--- src/rtl/uart_tx_arbiter.sv ---
// Round-robin arbiter sharing one UART byte transmitter among N packet requesters.
// Optional channel tag byte precedes each packet; stalled grants are released by an idle timeout.
module uart_tx_arbiter #(
   parameter int unsigned N            = 4,
   parameter int unsigned TAG_EN       = 1,
   parameter logic [7:0]  TAG_BASE     = 8'hF0,
   parameter int unsigned IDLE_TIMEOUT = 255,
   localparam int unsigned GW          = $clog2(N)
) (
   input  logic            clk,
   input  logic            rst,
   input  logic [8*N-1:0]  req__data,
   input  logic [N-1:0]    req__valid,
   input  logic [N-1:0]    req__last,
   output logic [N-1:0]    req__ready,
   output logic [7:0]      uart__data,
   output logic            uart__valid,
   input  logic            uart__ready,
   output logic [GW-1:0]   grant__id,
   output logic            busy,
   output logic            abort
);

   localparam int unsigned CW = 16;

   typedef enum logic [1:0] {
      S_IDLE = 2'd0,
      S_TAG  = 2'd1,
      S_DATA = 2'd2
   } state_t;

   state_t          state_q, state_d;
   logic [GW-1:0]   grant_q, grant_d;
   logic [GW-1:0]   ptr_q, ptr_d;
   logic [CW-1:0]   cnt_q, cnt_d;
   logic            abort_q, abort_d;

   logic [GW-1:0]   pick;
   logic            pick_ok;
   logic [GW-1:0]   idx;
   logic [7:0]      sel_data;
   logic            sel_valid;
   logic            sel_last;
   logic [N-1:0]    grant_oh;

   // Rotating priority: first valid requester after ptr, wrapping modulo N.
   always_comb begin : arb_pick
      pick    = '0;
      pick_ok = 1'b0;
      idx     = '0;
      for (int unsigned k = 1; k <= N; k++) begin
         idx = GW'((32'(ptr_q) + k) % N);
         if (!pick_ok && req__valid[idx]) begin
            pick    = idx;
            pick_ok = 1'b1;
         end
      end
   end

   always_comb begin : grant_mux
      sel_data  = '0;
      sel_valid = 1'b0;
      sel_last  = 1'b0;
      grant_oh  = '0;
      for (int i = 0; i < int'(N); i++) begin
         if (GW'(i) == grant_q) begin
            sel_data    = req__data[8*i +: 8];
            sel_valid   = req__valid[i];
            sel_last    = req__last[i];
            grant_oh[i] = 1'b1;
         end
      end
   end

   always_comb begin : fsm_next
      state_d     = state_q;
      grant_d     = grant_q;
      ptr_d       = ptr_q;
      cnt_d       = cnt_q;
      abort_d     = 1'b0;
      uart__valid = 1'b0;
      uart__data  = '0;
      req__ready  = '0;
      unique case (state_q)
         S_IDLE: begin
            cnt_d = '0;
            if (pick_ok) begin
               grant_d = pick;
               state_d = (TAG_EN != 0) ? S_TAG : S_DATA;
            end
         end
         S_TAG: begin
            uart__valid = 1'b1;
            uart__data  = TAG_BASE | 8'(grant_q);
            if (uart__ready) begin
               state_d = S_DATA;
            end
         end
         S_DATA: begin
            uart__valid = sel_valid;
            uart__data  = sel_data;
            req__ready  = grant_oh & {N{uart__ready}};
            if (sel_valid) begin
               cnt_d = '0;
               if (uart__ready && sel_last) begin
                  ptr_d   = grant_q;
                  state_d = S_IDLE;
               end
            end else begin
               cnt_d = cnt_q + CW'(1);
               // A requester that goes quiet mid-packet loses the grant.
               if ((IDLE_TIMEOUT != 0) && (cnt_d == CW'(IDLE_TIMEOUT))) begin
                  abort_d = 1'b1;
                  ptr_d   = grant_q;
                  cnt_d   = '0;
                  state_d = S_IDLE;
               end
            end
         end
         default: begin
            state_d = S_IDLE;
         end
      endcase
   end

   always_ff @(posedge clk) begin : fsm_reg
      if (rst) begin
         state_q <= S_IDLE;
         grant_q <= '0;
         ptr_q   <= GW'(N - 1);
         cnt_q   <= '0;
         abort_q <= 1'b0;
      end else begin
         state_q <= state_d;
         grant_q <= grant_d;
         ptr_q   <= ptr_d;
         cnt_q   <= cnt_d;
         abort_q <= abort_d;
      end
   end

   assign grant__id = grant_q;
   assign busy      = (state_q != S_IDLE);
   assign abort     = abort_q;

endmodule

--- config.mk ---
export PLATFORM = sky130hd
export DESIGN_NAME = uart_tx_arbiter
export DESIGN_NICKNAME = d
export VERILOG_FILES = /design/src/rtl/uart_tx_arbiter.sv
export SDC_FILE = /design/constraint.sdc
export NUM_CORES = 1
export LEC_CHECK = 0
export CORE_ASPECT_RATIO = 2
export CORE_MARGIN = 3
export CORE_UTILIZATION = 47
export CTS_CLUSTER_DIAMETER = 50
export CTS_CLUSTER_SIZE = 24
export DETAILED_ROUTE_END_ITERATION = 10
export GPL_TIMING_DRIVEN = 0
export PLACE_DENSITY = 0.79
export SETUP_SLACK_MARGIN = 0.4
export SLEW_MARGIN = 10
export SYNTH_ARGS = -nofsm -noshare
export SYNTH_HDL_FRONTEND = slang
export SYNTH_SLANG_ARGS = --single-unit
--- constraint.sdc ---
create_clock -name clk -period 3.3 [get_ports clk]
set_input_delay 0.33 -clock clk [delete_from_list [all_inputs] [get_ports clk]]
set_output_delay 0.33 -clock clk [all_outputs]
set_load 0.005 [all_outputs]
# Word level (Yosys, flattened, before mapping)
# Index checks and enable logic that the tools add are counted.
[word_totals] regBits=23 input_bits=43 output_inout_bits=17
[op_classes] addsub=5 order_cmp=4 eq_ne=11 mux=48 n_bitwise=2 n_reduce_logical=16
[op_table] cell="$mux W16" n=2
[op_table] cell="$mux W8" n=4
[op_table] cell="$pmux W16 S2" n=1
[op_table] cell="$mux W2" n=12
[op_table] cell="$mux W1" n=21
[op_table] cell="$add A16 B1 Y16 const B" n=1
[op_table] cell="$eq A16 B8 Y1 const B" n=1
[op_table] cell="$pmux W8 S2" n=1
[op_table] cell="$lt A2 B3 Y1 const B" n=4
[op_table] cell="$bmux W1 S2" n=4
[op_table] cell="$ne A3 B3 Y1 const B" n=2
[op_table] cell="$pmux W2 S3" n=1
[op_table] cell="$reduce_bool A2 Y1" n=3
[op_table] cell="$add A2 B1 Y2 const B" n=2
[op_table] cell="$add A2 B2 Y2 const B" n=2
[op_table] cell="$and A4 B4 Y4" n=1
[op_table] cell="$eq A2 B2 Y1 const A" n=2
[op_table] cell="$logic_and A1 B1 Y1" n=4
[op_table] cell="$logic_not A2 Y1" n=2
[op_table] cell="$mux W4" n=1
[op_table] cell="$ne A2 B2 Y1 const B" n=2
[op_table] cell="$reduce_and A4 Y1" n=1
[op_table] cell="$logic_not A1 Y1" n=3
[op_table] cell="$reduce_and A3 Y1" n=1
[op_table] cell="8 further kinds" n=8

# Longest topological paths before layout
# Gate-level depths: netlist of the first run.
[depth] word_depth=15 mapped_depth=8

# Worst setup path after synthesis of the first run
# OpenSTA, ideal clock, no wires.
[synth_timing] kind="reg2reg" start="reg cnt_q[1]" end="reg state_q[0]" setup_time_ns=0.120 t_arrival_ns=2.233 required_time_ns=3.180 slack_ns=0.946 stages_incl_launch_ff=8 path_buffers=0 cell_sequence="dfxtp_1 -> ha_1 -> nand3_4 -> or3_1 -> a2111oi_4 -> nand3_2 -> o41a_1 -> mux2i_1"
[synth_via] elab_chain_len=4
[synth_lines] element="from (decl)" line_no="35" rtl="logic [CW-1:0] cnt_q, cnt_d;"
[synth_lines] element="from (signal assigned)" line_no="137" rtl="cnt_q <= cnt_d;"
[synth_lines] element="$add A16 B1 Y16" line_no="110" rtl="cnt_d = cnt_q + CW'(1);"
[synth_lines] element="$eq A16 B8 Y1" line_no="112" rtl="if ((IDLE_TIMEOUT != 0) && (cnt_d == CW'(IDLE_TIMEOUT))) begin"
[synth_lines] element="$ne A3 B3 Y1 (no source line)"
[synth_lines] element="$reduce_and A4 Y1 (no source line)"
[synth_lines] element="to (signal assigned)" line_no="134" rtl="state_q <= state_d;"
[synth_lines] element="to (decl)" line_no="32" rtl="state_t state_q, state_d;"
# Every way passes these cells.
# A chain may end at the register's enable or synchronous reset.

# Worst setup path in the final report of the first run
# Ends and elaborated chain as after synthesis.

==> results of run 1 <==
==> logic make-up (layout without fill, tap and decap cells) <==
logic type,Yosys count,in the layout,synth area share
xor gates and xnor gates,6,6,0.0268
muxes,17,17,0.139
and+or+nand+nor,112,112,0.315
buffers and inverters,29,92,0.0575
DFF,23,23,0.235
AOI/OAI and AO/OA,53,53,0.194
adders and majority gates,5,5,0.0319
==> sequential cells by signal, indices dropped and copies added, names as in the netlist <==
register   cells
cnt_q         16
state_q        2
ptr_q          2
abort          1
grant__id      2
==> area by class of cell <==
cell class	count	area, um2	area share
Clock buffer	4	45.0	0.0169
Multi-Input combinational cell	193	1390	0.521
Sequential cell	23	460	0.173
Tap cell	51	63.8	0.0240
Buffer	16	67.6	0.0254
Inverter	13	48.8	0.0183
Timing Repair Buffer	59	591	0.222
==> stage by stage <==
stage	utilization	hold slack, ns	power, mW	cell area, um2
2_1_floorplan	-	0.469	0.658	1960
3_3_place_gp	0.666	0.487	0.918	2610
3_5_place_dp	0.666	0.509	0.925	2610
4_1_cts	0.678	0.521	1.10	2660
5_1_grt	0.679	0.548	1.18	2660
6_report	0.679	0.527	1.10	2660
==> cell usage in the layout (no fill, tap or decap), types with 3 or more instances in the layout <==
master           synthesis  layout
clkdlybuf4s50_1          0      59
dfxtp_1                 23      23
nand2_1                 21      21
nor2_1                  21      21
inv_1                   13      13
o21ai_0                 13      13
nand3_1                 12      12
a21oi_1                 12      12
clkbuf_1                11      10
nor3_1                  10      10
nand2b_1                10      10
mux4_2                   8       8
mux2i_1                  7       7
nor4_1                   7       7
a31oi_1                  6       6
xnor2_1                  5       5
ha_1                     5       5
nor2b_1                  4       4
or3_1                    4       4
clkbuf_2                 0       3
buf_2                    3       3
nor3b_1                  3       3
a211o_1                  3       3
nor4b_1                  3       3
clkbuf_8                 0       3
==> how the worst min path moves through the flow <==
stage	endpoint	slack [ns]
2_1_floorplan	state_q[1]$_SDFFE_PP0P_	0.47
5_1_grt	state_q[0]$_SDFFE_PP0P_	0.55
4_1_cts	cnt_q[1]$_SDFFE_PP0P_	0.52
6_report	cnt_q[0]$_SDFFE_PP0P_	0.53
3_5_place_dp	state_q[1]$_SDFFE_PP0P_	0.51
3_3_place_gp	state_q[0]$_SDFFE_PP0P_	0.49
==> report_power, final <==
group          internal, mW  leakage [nW]  switching (mW)
sequential            0.297         0.186          0.0217
combinational         0.285         0.704           0.323
clock                0.0861        0.0228          0.0896
total                 0.668         0.913           0.435
==> routing by layer <==
| layer | share of wire | global-route usage | vias to the layer above | wire length [um] |
|---|---|---|---|---|
| li1 | - | - | 1028 | - |
| met1 | 0.31 | 0.229 | 979 | 1830 |
| met2 | 0.58 | 0.478 | 100 | 3400 |
| met3 | 0.062 | 0.0492 | 24 | 361 |
| met4 | 0.042 | 0.125 | 0 | 248 |
| met5 | 0 | 0 | - | 0 |
==> worst max-delay path, delay by kind of cell (launching register included) <==
kind / cells / cell delay (ns)
compound gates: 2 / 0.89
simple gates: 3 / 0.77
flops: 1 / 0.42
fa+ha+maj: 1 / 0.30
mux: 1 / 0.19
==> results_dict.tcl, run 1 <==
set metrics [dict create \
    antenna_left 0 \
    port_buffers 59 \
    clock_skew_ns 0.00394 \
    synth_top_area_cell "dfxtp_1" \
    worstPathRequired_ns 3.49 \
    fin_setup_tns_ns 0 \
    cts_max_path_buffers 2 \
    crit_path_max_incr_delay_ns 0.48 \
    grt_pass1_vias 2255 \
    ios 60 \
    slew_violations 0 \
    vias 2131 \
    endpoint_kind "flip-flop" \
    first_pass_iters 7 \
    n_fill_cell 359 \
    rsz0062_at_grt "no" \
    status "finished clean" \
    ys.warnings.count 0 \
    pre_cts_ws_ns 0.643 \
    drtIter0Drc 46 \
    cts_sinks 23 \
    timing.fmax_mhz 379 \
    area_growth_pct 35.9 \
    hold_buffers 0 \
    layoutNonFillerInstCount 359 \
    die_h_um 97.3 \
    nNetsFinal 357 \
    yosys-top-cells-area "dfxtp_1, mux4_2, nand2_1" \
    wl_per_cell_um 16.3 \
    grt_pass1_wl_um 9980 \
    finalHoldViolCount 0 \
    die_w_um 51.7 \
    worstPathMaxFanout 8 \
    p_leak_nw 0.913 \
    tightest_slew_ns 0.772 \
    powerDensity_nw_per_um2 414 \
    rr_endpoint "state_q[0]$_SDFFE_PP0P_" \
    clockRootBuffer "clkbuf_8" \
    crit_start "cnt_q[1]$_SDFFE_PP0P_" \
    synth-edff-count 0 \
    grt_max_degree 13 \
    h-tree-depth 1 \
    yosys_register_bits 23 \
    insertion_delay_ns 0.26 \
    critical_path.endpoint "state_q[0]$_SDFFE_PP0P_" \
    die_area_um2 5030 \
    cts_tree "built" \
    post_cts_buffers 0 \
    synth_commonest_cells "dfxtp_1, nand2_1, nor2_1" \
    synth_area_um2 1960 \
    arrival_ns 2.83 \
    worst_slack_ns 0.660 \
    dp.cells 355 \
    viasPerCell 5.94 \
    synth.most_common_cell "dfxtp_1" \
    grt_remaining_overflow 0 \
    drc 0 \
    wirelength_um 5840 \
    hpwl_um 4750 \
    yosysSeqAreaShare 0.235 \
    path_clk_slew_ns 0.08 \
    hp-class "reg2reg" \
    layout-drive-gt1-share 0.0877 \
    r2r-start "cnt_q[1]$_SDFFE_PP0P_" \
    period_needed_ns 2.64 \
    hold_depth 2 \
    cts_resized 0 \
    ys_types 53 \
    synth_top_area_share 0.235 \
    maxCapViolCount 0 \
    rrSetupSlack_ns 0.66 \
    globalplace.congestion 0.856 \
    ys_async_sr_fraction 0 \
    startpoint_type "flip-flop" \
    critical_path_class "reg2reg" \
    worstHoldStart "cnt_q[0]$_SDFFE_PP0P_" \
    grt_use_total 0.249 \
    finalSetupViolCount 0 \
    path_cells "ha_1 -> nand3_4 -> or3_1 -> a2111oi_4 -> nand3_2 -> o41a_1 -> mux2i_1" \
    cp_slowest_cell "o41a_1" \
    synthFlopType "dfxtp_1" \
    finalCritPeriodShare 0.800 \
    synthCells 245 \
    rows 32 \
    antenna_found_initial 0 \
    start_util 0.499 \
    core_region_area_um2 3920 \
    synth_nets 293 \
    antenna_cells 0 \
    cts_buffers 3 \
    worstRegToRegCells 7 \
    ir_worst_vdd_uv 359 \
    relSlewSlack 0.484 \
    syn_area_per_cell_um2 8.00 \
]
Note: power is estimated with default switching activity, not from simulation.
==> run 2, diff against run 1 <==
clock period = 2.72 ns   (was 3.3 ns; I/O delays follow)
==> run 2 against run 1 <==
Routed wire length increased by 8.0%. Register-to-register slack got worse by 0.25 ns. Critical endpoint is now cnt_q[7]$_SDFFE_PP0P_. Worst setup slack got worse by 0.25 ns. Die area unchanged.
==> results_dict.tcl, run 2 (synthesis results as in run 1) <==
set metrics [dict create \
    period_needed_ns 2.31 \
    ir_worst_vdd_uv 559 \
    p_seq_frac 0.280 \
    status "finished clean" \
    grt_use_total 0.263 \
    hold_depth 3 \
    first_pass_iters 4 \
    p_sw_frac 0.388 \
    ios 60 \
    top_register "cnt_q" \
    finalHoldViolCount 0 \
    wl_per_cell_um 17.1 \
    hold_buffers 0 \
    core_region_area_um2 3920 \
    die_area_um2 5030 \
    grt_pass1_vias 2302 \
    die_w_um 51.7 \
    cts_tree "built" \
    grt_pass1_wl_um 10200 \
    hp-class "in2reg" \
    worstPathRequired_ns 2.88 \
    vias 2206 \
    slew_violations 0 \
    drtIter0Drc 69 \
    fin_setup_tns_ns 0 \
    area_growth_pct 47.8 \
    wirelength_um 6310 \
    relSlewSlack 0.648 \
    layout-drive-gt1-share 0.198 \
    port_buffers 59 \
    netSwitchingPower_mw 0.550 \
    path_clk_slew_ns 0.08 \
    finalSetupViolCount 0 \
    drc 0 \
    critical_path_class "reg2reg" \
    cts_sinks 23 \
    power_mw 1.42 \
    finalCritPeriodShare 0.850 \
    endpoint_kind "flip-flop" \
    grt_remaining_overflow 0 \
    arrival_ns 2.47 \
    viasPerCell 5.98 \
    start_util 0.499 \
    timing.fmax_mhz 432 \
    p_leak_nw 1.08 \
    tightest_slew_ns 0.525 \
    combPwrFrac 0.567 \
    pwr-share-clk 0.154 \
    final_common_cell "clkdlybuf4s50_1" \
    cts_buffers 3 \
    antenna_left 0 \
    nNetsFinal 367 \
    antenna_found_initial 0 \
    antenna_cells 0 \
    h-tree-depth 1 \
    rsz0062_at_grt "yes" \
    grt_max_degree 13 \
    insertion_delay_ns 0.26 \
    hpwl_um 4980 \
    mostFrequentLayoutCells "clkdlybuf4s50_1, nand2_1, nor2_1, inv_1, o21ai_0" \
    worstPathMaxFanout 8 \
    powerDensity_nw_per_um2 489 \
    die_h_um 97.3 \
    clock_skew_ns 0.00120 \
    startpoint_type "flip-flop" \
    internal-power_mw 0.866 \
    maxCapViolCount 0 \
    rows 32 \
    clockRootBuffer "clkbuf_8" \
    worstRegToRegCells 7 \
    globalplace.congestion 0.838 \
    largest_register_ff_count 16 \
    cts_max_path_buffers 2 \
]
[run 2: final timing paths]
kind	slack, ns	endpoint	from
worst max-delay path	0.41	cnt_q[7]$_SDFFE_PP0P_	cnt_q[1]$_SDFFE_PP0P_
worst min-delay path	0.49	grant__id[1]$_SDFFE_PP0P_	req__valid[3]
worst max register to register	0.41	cnt_q[7]$_SDFFE_PP0P_	cnt_q[1]$_SDFFE_PP0P_
worst min register to register	0.49	state_q[1]$_SDFFE_PP0P_	state_q[1]$_SDFFE_PP0P_
[run 2: power groups by stage]
stage               clock [mW]  sequential [mW]  combinational, mW
detailed placement           0            0.396              0.728
finish                   0.217            0.396              0.802
global route             0.227            0.401              0.869
global placement             0            0.395              0.722
floorplan                    0            0.389              0.410
CTS                      0.222            0.394              0.780
[run 2: final cells by class]
type                       count  area, um2
sequential                    23        483
fill                         324       1030
tap                           51       63.8
inverter                      13       48.8
clock buffer                   4       45.0
multi-input combinational    193       1460
buffer                        16        121
timing repair buffer          69        672
[run 2: through the flow]
step / hold slack (ns) / utilization / instances / cell area (um2) / worst slack (ns)
after detailed placement: 0.504 / 0.669 / 355 / 2630 / 0.116
after floorplan: 0.469 / - / 245 / 1970 / 0.424
after global placement: 0.492 / 0.669 / 355 / 2630 / 0.119
final: 0.490 / 0.738 / 369 / 2900 / 0.408
after global routing: 0.502 / 0.738 / 369 / 2900 / 0.324
after CTS: 0.499 / 0.711 / 362 / 2790 / 0.413
[run 2: layer usage]
metal | vias to the layer above | share of wire | global-route usage
met4 | 0 | 0.040 | 0.137
li1 | 1058 | - | -
met5 | - | 0 | 0
met1 | 1028 | 0.31 | 0.212
met3 | 27 | 0.043 | 0.0430
met2 | 93 | 0.61 | 0.537
[run 2: critical path: stages (launching register included)]
cell and delay [ns]:
dfxtp_4 0.39, ha_4 0.17, nand3_4 0.11, or3_4 0.36, a2111oi_4 0.40, nand3_2 0.21
or2_4 0.31, a211o_1 0.25
[run 2: what timing repair did]
action	CTS	global route
gates resized for setup	32	24
pin swaps	4	6
setup buffers	3	7
setup endpoints to repair	34	23
